## src/rtl/apu_pkg.sv

```systemverilog
// apu_pkg: shared definitions for the APU RAM arbiter.
//   - RAM address/data widths and host starvation counter width
//   - requester id constants (also the grant_id encoding)
//   - arbiter state encoding and the latched RAM operation record
package apu_pkg;

  localparam int ADDR_W = 16;
  localparam int DATA_W = 8;
  localparam int WAIT_W = 4;

  localparam logic [1:0] REQ_NONE = 2'd0;
  localparam logic [1:0] REQ_DSP  = 2'd1;
  localparam logic [1:0] REQ_CPU  = 2'd2;
  localparam logic [1:0] REQ_HOST = 2'd3;

  typedef enum logic [1:0] {
    ST_IDLE  = 2'd0,
    ST_ISSUE = 2'd1,
    ST_ACK   = 2'd2
  } arb_state_t;

  typedef struct packed {
    logic              we;
    logic [ADDR_W-1:0] addr;
    logic [DATA_W-1:0] wdata;
  } ram_op_t;

endpackage

```

## src/rtl/apu_ram_arb_pick.sv

```systemverilog
// apu_ram_arb_pick: combinational winner select.
//   req[2:0]   requests, bit0 DSP, bit1 CPU, bit2 host
//   mask[2:0]  requesters excluded from this decision (just acked)
//   host_wait  lost-decision count for the host
//   winner     REQ_* id of the winner, REQ_NONE when nobody is eligible
module apu_ram_arb_pick
  import apu_pkg::*;
#(
  parameter int STARVE_LIMIT = 8
) (
  input  logic [2:0]        req,
  input  logic [2:0]        mask,
  input  logic [WAIT_W-1:0] host_wait,
  output logic [1:0]        winner
);

  logic [2:0] elig;
  assign elig = req & ~mask;

  always_comb begin
    winner = REQ_NONE;
    // A starved host overrides the fixed DSP > CPU > host order.
    if (elig[2] && (host_wait == WAIT_W'(STARVE_LIMIT))) winner = REQ_HOST;
    else if (elig[0])                                     winner = REQ_DSP;
    else if (elig[1])                                     winner = REQ_CPU;
    else if (elig[2])                                     winner = REQ_HOST;
  end

endmodule

```

## src/rtl/apu_ram_arbiter.sv

```systemverilog
// apu_ram_arbiter: shares the single-port APU RAM between the DSP voice
// fetcher (read-only), the SPC700 CPU and the UART host loader.
//   dsp_*  : req/addr in, ack/rdata out
//   cpu_*  : req/we/addr/wdata in, ack/rdata out
//   host_* : req/we/addr/wdata in, ack/rdata out
//   ram_*  : address/data_write/we to the RAM macro, data_read back
//   grant_id : current owner (0 none, 1 DSP, 2 CPU, 3 host)
// One access in flight: IDLE -> ISSUE (1 cycle write, READ_LATENCY+1 read)
// -> ACK. ACK re-arbitrates with the just-acked requester masked.
module apu_ram_arbiter
  import apu_pkg::*;
#(
  parameter int READ_LATENCY = 1,
  parameter int STARVE_LIMIT = 8
) (
  input  logic              clock,
  input  logic              reset,
  input  logic              dsp_req,
  input  logic [ADDR_W-1:0] dsp_addr,
  output logic              dsp_ack,
  output logic [DATA_W-1:0] dsp_rdata,
  input  logic              cpu_req,
  input  logic              cpu_we,
  input  logic [ADDR_W-1:0] cpu_addr,
  input  logic [DATA_W-1:0] cpu_wdata,
  output logic              cpu_ack,
  output logic [DATA_W-1:0] cpu_rdata,
  input  logic              host_req,
  input  logic              host_we,
  input  logic [ADDR_W-1:0] host_addr,
  input  logic [DATA_W-1:0] host_wdata,
  output logic              host_ack,
  output logic [DATA_W-1:0] host_rdata,
  output logic [ADDR_W-1:0] ram_address,
  output logic [DATA_W-1:0] ram_data_write,
  output logic              ram_we,
  input  logic [DATA_W-1:0] ram_data_read,
  output logic [1:0]        grant_id
);

  arb_state_t        state_q, state_d;
  logic [1:0]        grant_q, grant_d;
  ram_op_t           op_q, op_d;
  logic              ram_we_q, ram_we_d;
  logic [2:0]        cnt_q, cnt_d;
  logic [WAIT_W-1:0] host_wait_q, host_wait_d;
  logic [DATA_W-1:0] dsp_rdata_q, dsp_rdata_d;
  logic [DATA_W-1:0] cpu_rdata_q, cpu_rdata_d;
  logic [DATA_W-1:0] host_rdata_q, host_rdata_d;

  logic [2:0] req_vec, mask;
  logic [1:0] win_id;
  logic       grant;
  ram_op_t    win_op;

  assign req_vec = {host_req, cpu_req, dsp_req};
  // Only the ACK cycle masks its owner, so a held req waits one cycle.
  assign mask = (state_q == ST_ACK) ?
                {grant_q == REQ_HOST, grant_q == REQ_CPU, grant_q == REQ_DSP} : 3'b000;

  apu_ram_arb_pick #(.STARVE_LIMIT(STARVE_LIMIT)) u_pick (
    .req      (req_vec),
    .mask     (mask),
    .host_wait(host_wait_q),
    .winner   (win_id)
  );

  assign grant = ((state_q == ST_IDLE) || (state_q == ST_ACK)) && (win_id != REQ_NONE);

  always_comb begin
    win_op = '0;
    case (win_id)
      REQ_DSP:  win_op = '{we: 1'b0,    addr: dsp_addr,  wdata: '0};
      REQ_CPU:  win_op = '{we: cpu_we,  addr: cpu_addr,  wdata: cpu_wdata};
      REQ_HOST: win_op = '{we: host_we, addr: host_addr, wdata: host_wdata};
      default:  win_op = '0;
    endcase
  end

  always_comb begin
    state_d      = state_q;
    grant_d      = grant_q;
    op_d         = op_q;
    ram_we_d     = 1'b0;
    cnt_d        = cnt_q;
    dsp_rdata_d  = dsp_rdata_q;
    cpu_rdata_d  = cpu_rdata_q;
    host_rdata_d = host_rdata_q;

    case (state_q)
      ST_IDLE, ST_ACK: begin
        if (grant) begin
          state_d  = ST_ISSUE;
          grant_d  = win_id;
          op_d     = win_op;
          ram_we_d = win_op.we;
          cnt_d    = '0;
        end else begin
          state_d = ST_IDLE;
          grant_d = REQ_NONE;
        end
      end
      ST_ISSUE: begin
        if (op_q.we) begin
          state_d = ST_ACK;
        end else if (cnt_q == 3'(READ_LATENCY)) begin
          state_d = ST_ACK;
          case (grant_q)
            REQ_DSP:  dsp_rdata_d  = ram_data_read;
            REQ_CPU:  cpu_rdata_d  = ram_data_read;
            REQ_HOST: host_rdata_d = ram_data_read;
            default:  ;
          endcase
        end else begin
          cnt_d = cnt_q + 3'd1;
        end
      end
      default: state_d = ST_IDLE;
    endcase

    // Saturating count of decisions the waiting host lost.
    host_wait_d = host_wait_q;
    if (!host_req || (grant && win_id == REQ_HOST))
      host_wait_d = '0;
    else if (grant && host_wait_q != '1)
      host_wait_d = host_wait_q + 1'b1;
  end

  always_ff @(posedge clock or posedge reset) begin
    if (reset) begin
      state_q      <= ST_IDLE;
      grant_q      <= REQ_NONE;
      op_q         <= '0;
      ram_we_q     <= 1'b0;
      cnt_q        <= '0;
      host_wait_q  <= '0;
      dsp_rdata_q  <= '0;
      cpu_rdata_q  <= '0;
      host_rdata_q <= '0;
    end else begin
      state_q      <= state_d;
      grant_q      <= grant_d;
      op_q         <= op_d;
      ram_we_q     <= ram_we_d;
      cnt_q        <= cnt_d;
      host_wait_q  <= host_wait_d;
      dsp_rdata_q  <= dsp_rdata_d;
      cpu_rdata_q  <= cpu_rdata_d;
      host_rdata_q <= host_rdata_d;
    end
  end

  assign ram_address    = op_q.addr;
  assign ram_data_write = op_q.wdata;
  assign ram_we         = ram_we_q;
  assign grant_id       = grant_q;
  assign dsp_ack        = (state_q == ST_ACK) && (grant_q == REQ_DSP);
  assign cpu_ack        = (state_q == ST_ACK) && (grant_q == REQ_CPU);
  assign host_ack       = (state_q == ST_ACK) && (grant_q == REQ_HOST);
  assign dsp_rdata      = dsp_rdata_q;
  assign cpu_rdata      = cpu_rdata_q;
  assign host_rdata     = host_rdata_q;

endmodule

```

## config.mk

```make
export PLATFORM = sky130hd
export DESIGN_NAME = apu_ram_arbiter
export DESIGN_NICKNAME = d
export VERILOG_FILES = /design/src/rtl/apu_pkg.sv /design/src/rtl/apu_ram_arb_pick.sv /design/src/rtl/apu_ram_arbiter.sv
export SDC_FILE = /design/constraint.sdc
export NUM_CORES = 1
export LEC_CHECK = 0
export CORE_MARGIN = 1.5
export CORE_UTILIZATION = 30
export DETAILED_ROUTE_END_ITERATION = 12
export PLACE_DENSITY = 0.62
export SYNTH_ARGS = -nofsm -noshare
export SYNTH_HDL_FRONTEND = slang
export SYNTH_SLANG_ARGS = --single-unit
```

## constraint.sdc

```tcl
create_clock -name clock -period 2.4 [get_ports clock]
set_input_delay 0.72 -clock clock [delete_from_list [all_inputs] [get_ports clock]]
set_output_delay 0.72 -clock clock [all_outputs]
set_load 0.02 [all_outputs]
```

Word-level counts from Yosys, hierarchy flattened
Index checks and enable logic that the tools add are counted.

storage, ports and cells
  output and inout port bits = 54
  latch bits = 0
  bits in read-only memories = 0
  memories kept = 0
  memory bits (writable) = 0
  bits in registers = 61

operators by class
  div/mod/pow operators = 0
  reductions and logical operators = 20
  bitwise operators = 3
  mux-type cells = 19
  add/sub/neg operators = 2
  shift operators = 0
  multiply operators = 0
  eq/ne operators = 15
  order comparisons = 0

operators by type and width
  operator                                                               number
  25-bit case mux with 3 select lines                                    1
  4-bit AND reduction                                                    4
  2-bit 2-to-1 mux                                                       7
  3-bit 2-to-1 mux                                                       4
  2-bit equality test, second input constant                             5
  4-bit 2-to-1 mux                                                       2
  1-bit logical AND                                                      7
  2-bit by 1-bit equality test with 1-bit output, second input constant  3
  2-bit inequality test, second input constant                           3
  3-bit case mux with 2 select lines                                     1
  2-bit nonzero test                                                     3
  4-bit by 1-bit adder with 4-bit output, second input constant          1
  4-bit equality test, second input constant                             1
  4-bit inequality test, second input constant                           1
  2-bit case mux with 2 select lines                                     1
  3-bit by 1-bit adder with 3-bit output, second input constant          1
  3-bit bitwise AND                                                      1
  3-bit by 1-bit equality test with 1-bit output, second input constant  1
  1-bit 2-to-1 mux                                                       3
  3-bit inequality test, second input constant                           1
  3-bit NOT                                                              1
  2-bit zero test                                                        1
  1-bit logical OR                                                       2
  2-bit AND reduction                                                    1
  3 further kinds                                                        3

Longest topological paths before layout
  word-level depth = 13
  gate-level depth with buffers = 8

Cells and area by module
A second synthesis with hierarchy kept.

second synthesis, totals
  cells, all modules = 280
  area, all modules = 3119.2 um^2

modules (own cells, without submodules)
  module            area an instance (um^2)  instances  cells an instance
  apu_ram_arbiter   3060.4                   1          271
  apu_ram_arb_pick  58.8                     1          9

Least setup slack after synthesis
Ideal clock, no wire load.

  path type = input -> register
  from = in host_req
  to = reg op_q, in the netlist ram_address[10]
  arrival time = 2013 ps
  stages = 7
  setup slack = 257 ps
  required time = 2270 ps
  path buffers = 3
  cell sequence = buf_2 clkinv_1 o311a_1 buf_2 buf_2 a21oi_1 a31oi_1

on the way
  longest elaborated chain between the ends = 8
  elaborated cells between the ends (all ways) = 13
  classes of those cells = eq/ne: 3; mux: 5; bitwise: 1; reduce/logical: 4

ends and longest elaborated chain
  what                                                                         line                    RTL
  start, declared                                                              apu_ram_arbiter.sv:28   input logic host_req,
  3-bit bitwise AND *                                                          apu_ram_arb_pick.sv:18  assign elig = req & ~mask;
  2-bit 2-to-1 mux                                                             apu_ram_arb_pick.sv:26  else if (elig[2]) winner = REQ_HOST;
  2-bit 2-to-1 mux                                                             apu_ram_arb_pick.sv:25  else if (elig[1]) winner = REQ_CPU;
  2-bit 2-to-1 mux                                                             apu_ram_arb_pick.sv:24  else if (elig[0]) winner = REQ_DSP;
  2-bit 2-to-1 mux *                                                           apu_ram_arb_pick.sv:23  if (elig[2] && (host_wait == WAIT_W'(STARVE_LIMIT))) winner = REQ_HOST;
  branches (longest 3 deep; another with 25-bit case mux with 3 select lines)  --
  end signal, assigned                                                         apu_ram_arbiter.sv:143  op_q <= op_d;
  end, declared                                                                apu_ram_arbiter.sv:43   ram_op_t op_q, op_d;

Mark *: on every way between the ends.
A chain may end at the register's enable or synchronous reset.

Final worst setup path
  from = reg grant_q[1] (netlist: grant_id[1])
  to = out dsp_ack

on the way
  longest elaborated chain between the ends = 2

ends and longest elaborated chain
  what                                            line                    RTL
  start, declared                                 apu_ram_arbiter.sv:42   logic [1:0] grant_q, grant_d;
  start signal, assigned                          apu_ram_arbiter.sv:142  grant_q <= grant_d;
  2-bit by 1-bit equality test with 1-bit output  apu_ram_arbiter.sv:157  assign dsp_ack = (state_q == ST_ACK) && (grant_q == REQ_DSP);
  1-bit logical AND                               apu_ram_arbiter.sv:157
  end, declared                                   apu_ram_arbiter.sv:20   output logic dsp_ack,

No other way between the ends.

==> metrics.md <==
| Metric | Value |
|---|---|
| Outcome | finished clean |
| Syn avg cell area | 9.99 um2 |
| Post-synth net total | 419 |
| Leak pwr | 2.01 nW |
| Row cnt | 38 |
| Iter 0 DRT Violations | 172 |
| Critical Path RT | 1.68 ns |
| Sequential fraction of the synthesis area | 0.455 |
| Die Area | 0.0118 mm2 |
| Seq cells post-synth | 61 |
| Overflow after GRT | 0 |
| Post-route ant nets | 0 |
| Detailed Route WL | 9900 um |
| Total power per unit cell area | 1170 mW/mm2 |
| Clk_lat worst skew | 0.34 ns |
| Max cap viols | 0 |
| CP Launch Type | flip-flop |
| Tmin final | 2.22 ns |
| Routability-driven placement congestion ratio | 0.858 |
| H-tree level count | 3 |
| Routed via count | 3094 |
| R2R depth | 5 |
| CTS root buffer | clkbuf_8 |
| Clk pwr share | 0.172 |
| Hpwl dp | 7590 um |
| Setup Viol. Count Final | 0 |
| Setup tns final | 0 ns |
| Pin count of the biggest net entering global routing | 26 |
| Hold EP | host_rdata[0] |
| CTS max path bufs | 2 |
| HP Class | reg2reg |
| P&R area growth vs syn | 52.2% |
| Worst hold stages | 1 |
| Critical path fanouts, max | 5 |
| First-pass GRT wire length | 15700 um |
| Residual DRC | 0 |
| Peak VDD IR | 0.587 mV |
| CTS Sinks | 61 |
| Max Transition Viols Final | 0 |
| CTS Hold Bufs | 0 |
| Core Util, Final | 0.469 |
| Net switching power | 0.00228 W |
| Worst-margin pin slew | 0.461 ns |
| Synthesized instance count | 336 |
| Fill cell count | 1019 |
| Critical path's slowest cell | dfrtp_1 |
| RSZ-0062 raised after global routing | false |
| Ant diodes | 0 |
| WL per Instance | 16.3 um |
| Via density | 5.11 |
| Core box area | 0.0109 mm2 |
| CTS tree | built |
| Nets | 544 |
| YS warnings | 0 |
| R2r startpoint | state_q[0] |
| Initial antenna violation count | 0 |
| Combinational Power Share | 0.525 |
| Clk_skew | 0.00853 ns |
| Slew HR | 0.692 |
| R2r endpoint | cpu_rdata[3] |
| CTS buffer count | 9 |
| Initial Utilization | 0.308 |
| Period Utilization, post-route | 0.927 |
| Crit path DAT | 1.50 ns |
| Final hold violation count | 0 |
| Distinct cells, synth | 42 |
| Die X | 109 um |
| Switching share of total power | 0.383 |
| Global-route usage over all layers | 0.172 |
| Cell area after synthesis | 0.00336 mm2 |
| Postcts setup bufs | 0 |
| Seq pwr share | 0.303 |
| CTS clk-pin slew, worst paths | 0.08 ns |
| Fmax | 450 MHz |
| Setup CP Type | reg2out |
| Critical path capture point type | primary output |
| Internal | 0.00368 W |
| PortBufs | 132 |
| Ports | 133 |
| Vias in the first global route | 3220 |
| Share of cells above drive strength 1 | 0.174 |
| Initial DRT Pass Iterations | 4 |
| Die Y | 109 um |
| Slack of the worst reg-to-reg path | 0.34 ns |
| Crit-path cells | nand4bb_1 > inv_1 > dlygate4sd2_1 |
| CP peak stage delay | 0.42 ns |
| Worst Hold Launch | host_rdata[0] |
==> cells by family after synthesis <==
group | after synthesis | synth area share
adder cells (fa/ha/maj) | 4 | 0.0149
flip-flops | 61 | 0.455
multiplexers | 27 | 0.0902
AND/OR/NAND/NOR | 80 | 0.132
AO/OA/AOI/OAI | 103 | 0.200
buffers and inverters | 60 | 0.105
XOR/XNOR | 1 | 0.00261
==> worst max path at each step <==
stage | slack [ns] | cells after the start | startpoint | end
CTS | 0.007 | 2 | grant_id[0] | host_ack
global route | 0.07 | 3 | state_q[0] | dsp_ack
finish | 0.18 | 3 | grant_id[1] | dsp_ack
global placement | -0.09 | 6 | dsp_req | host_wait_q[1]
detailed placement | -0.13 | 6 | cpu_req | host_wait_q[0]
floorplan | 0.17 | 1 | reset | cnt_q[0]
==> through the flow <==
stage	worst slack (ns)	total power [W]	hold slack, ns	area (um2)	cells
after floorplan	0.167	0.00372	0.496	3360	336
after global placement	-0.0918	0.00493	0.488	4890	590
after detailed placement	-0.127	0.00499	0.493	4890	590
after CTS	0.00692	0.00604	0.510	5110	606
after global routing	0.0727	0.00634	0.514	5110	606
final	0.176	0.00597	0.506	5110	606
==> critical path, delay by kind of cell, from the launching register on <==
family	cells	cell delay, ns
buffers and inverters	2	0.47
DFF	1	0.42
and+or+nand+nor	1	0.28
==> layout by cell type (no fill, tap or decap), types with 2 or more instances in the layout <==
cell	synthesis	layout
dlygate4sd2_1	0	2
o211ai_1	21	21
buf_4	26	25
or3_1	5	5
nor2_1	3	3
or4_1	2	2
nand3b_1	5	5
a31oi_1	25	25
clkdlybuf4s50_1	0	129
mux2_2	26	26
bufinv_16	0	2
a311o_1	2	2
a211o_1	2	2
o21ai_0	23	23
nand2_1	11	11
a211oi_4	2	2
ha_1	4	4
clkinvlp_4	0	2
o21ai_1	4	4
a21oi_1	17	17
clkbuf_8	0	9
inv_1	9	8
buf_12	0	7
nand4bb_1	2	2
dfrtp_1	61	61
nand3_1	17	17
nor3_1	26	26
nand2b_1	3	3
==> sequential cells by signal (all words and copies together), names as in the netlist <==
signal / count
cnt_q: 3
cpu_rdata: 8
dsp_rdata: 8
grant_id: 2
host_rdata: 8
host_wait_q: 4
op_q: 1
ram_address: 16
ram_data_write: 8
ram_we: 1
state_q: 2
==> layout make-up <==
type | instances | area [um2] | area share
Clock buffer | 9 | 124 | 0.0242
Clock inverter | 7 | 97.6 | 0.0191
Inverter | 10 | 37.5 | 0.00735
Multi-Input combinational cell | 215 | 1500 | 0.294
Sequential cell | 61 | 1530 | 0.299
Tap cell | 140 | 175 | 0.0343
Timing Repair Buffer | 164 | 1650 | 0.323
==> power by group through the flow <==
stage / combinational (W) / clock (W) / sequential [W]
2_1_floorplan: 0.00168 / 0 / 0.00204
3_3_place_gp: 0.00312 / 0 / 0.00181
3_5_place_dp: 0.00315 / 0 / 0.00183
4_1_cts: 0.00316 / 0.00106 / 0.00182
5_1_grt: 0.00337 / 0.00109 / 0.00187
6_report: 0.00313 / 0.00103 / 0.00181
==> layer usage <==
metal,vias up,global-route usage,share of wire,routed length (um)
met4,0,0.0639,0.015,144
li1,1483,-,-,-
met1,1464,0.202,0.42,4210
met5,-,0,0,0
met2,135,0.302,0.49,4890
met3,12,0.0448,0.067,662
==> cell usage after synthesis, drive strengths merged <==
cell type | instances | area (um2)
clkbuf | 8 | 31.3
or3 | 5 | 31.3
o21ai | 27 | 135
ha | 4 | 50.1
or3b | 2 | 20.0
nand3b | 5 | 37.5
or4 | 2 | 15.0
nand4bb | 2 | 22.5
mux2i | 1 | 10.0
a211oi | 2 | 40.0
nand2b | 3 | 18.8
mux2 | 26 | 293
o211a | 1 | 10.0
nor2 | 3 | 11.3
nor3 | 26 | 130
nor3b | 2 | 15.0
a311oi | 1 | 8.76
o22ai | 1 | 6.26
a31oi | 25 | 156
or2 | 1 | 6.26
a211o | 2 | 17.5
dfrtp | 61 | 1530
a221oi | 1 | 8.76
inv | 9 | 33.8
nand3 | 17 | 85.1
o311a | 1 | 10.0
and4b | 1 | 10.0
buf | 42 | 284
a311o | 2 | 20.0
a21oi | 17 | 85.1
xor2 | 1 | 8.76
a21boi | 1 | 7.51
o211ai | 21 | 158
clkinv | 1 | 3.75
a41oi | 1 | 8.76
nand2 | 11 | 41.3
==> what timing repair did <==
action / in CTS / in global routing
resized for setup: 2 / 1
pin swaps: 0 / 0
setup endpoints to repair: 2 / 1
Power figures use the tool's default switching activity.
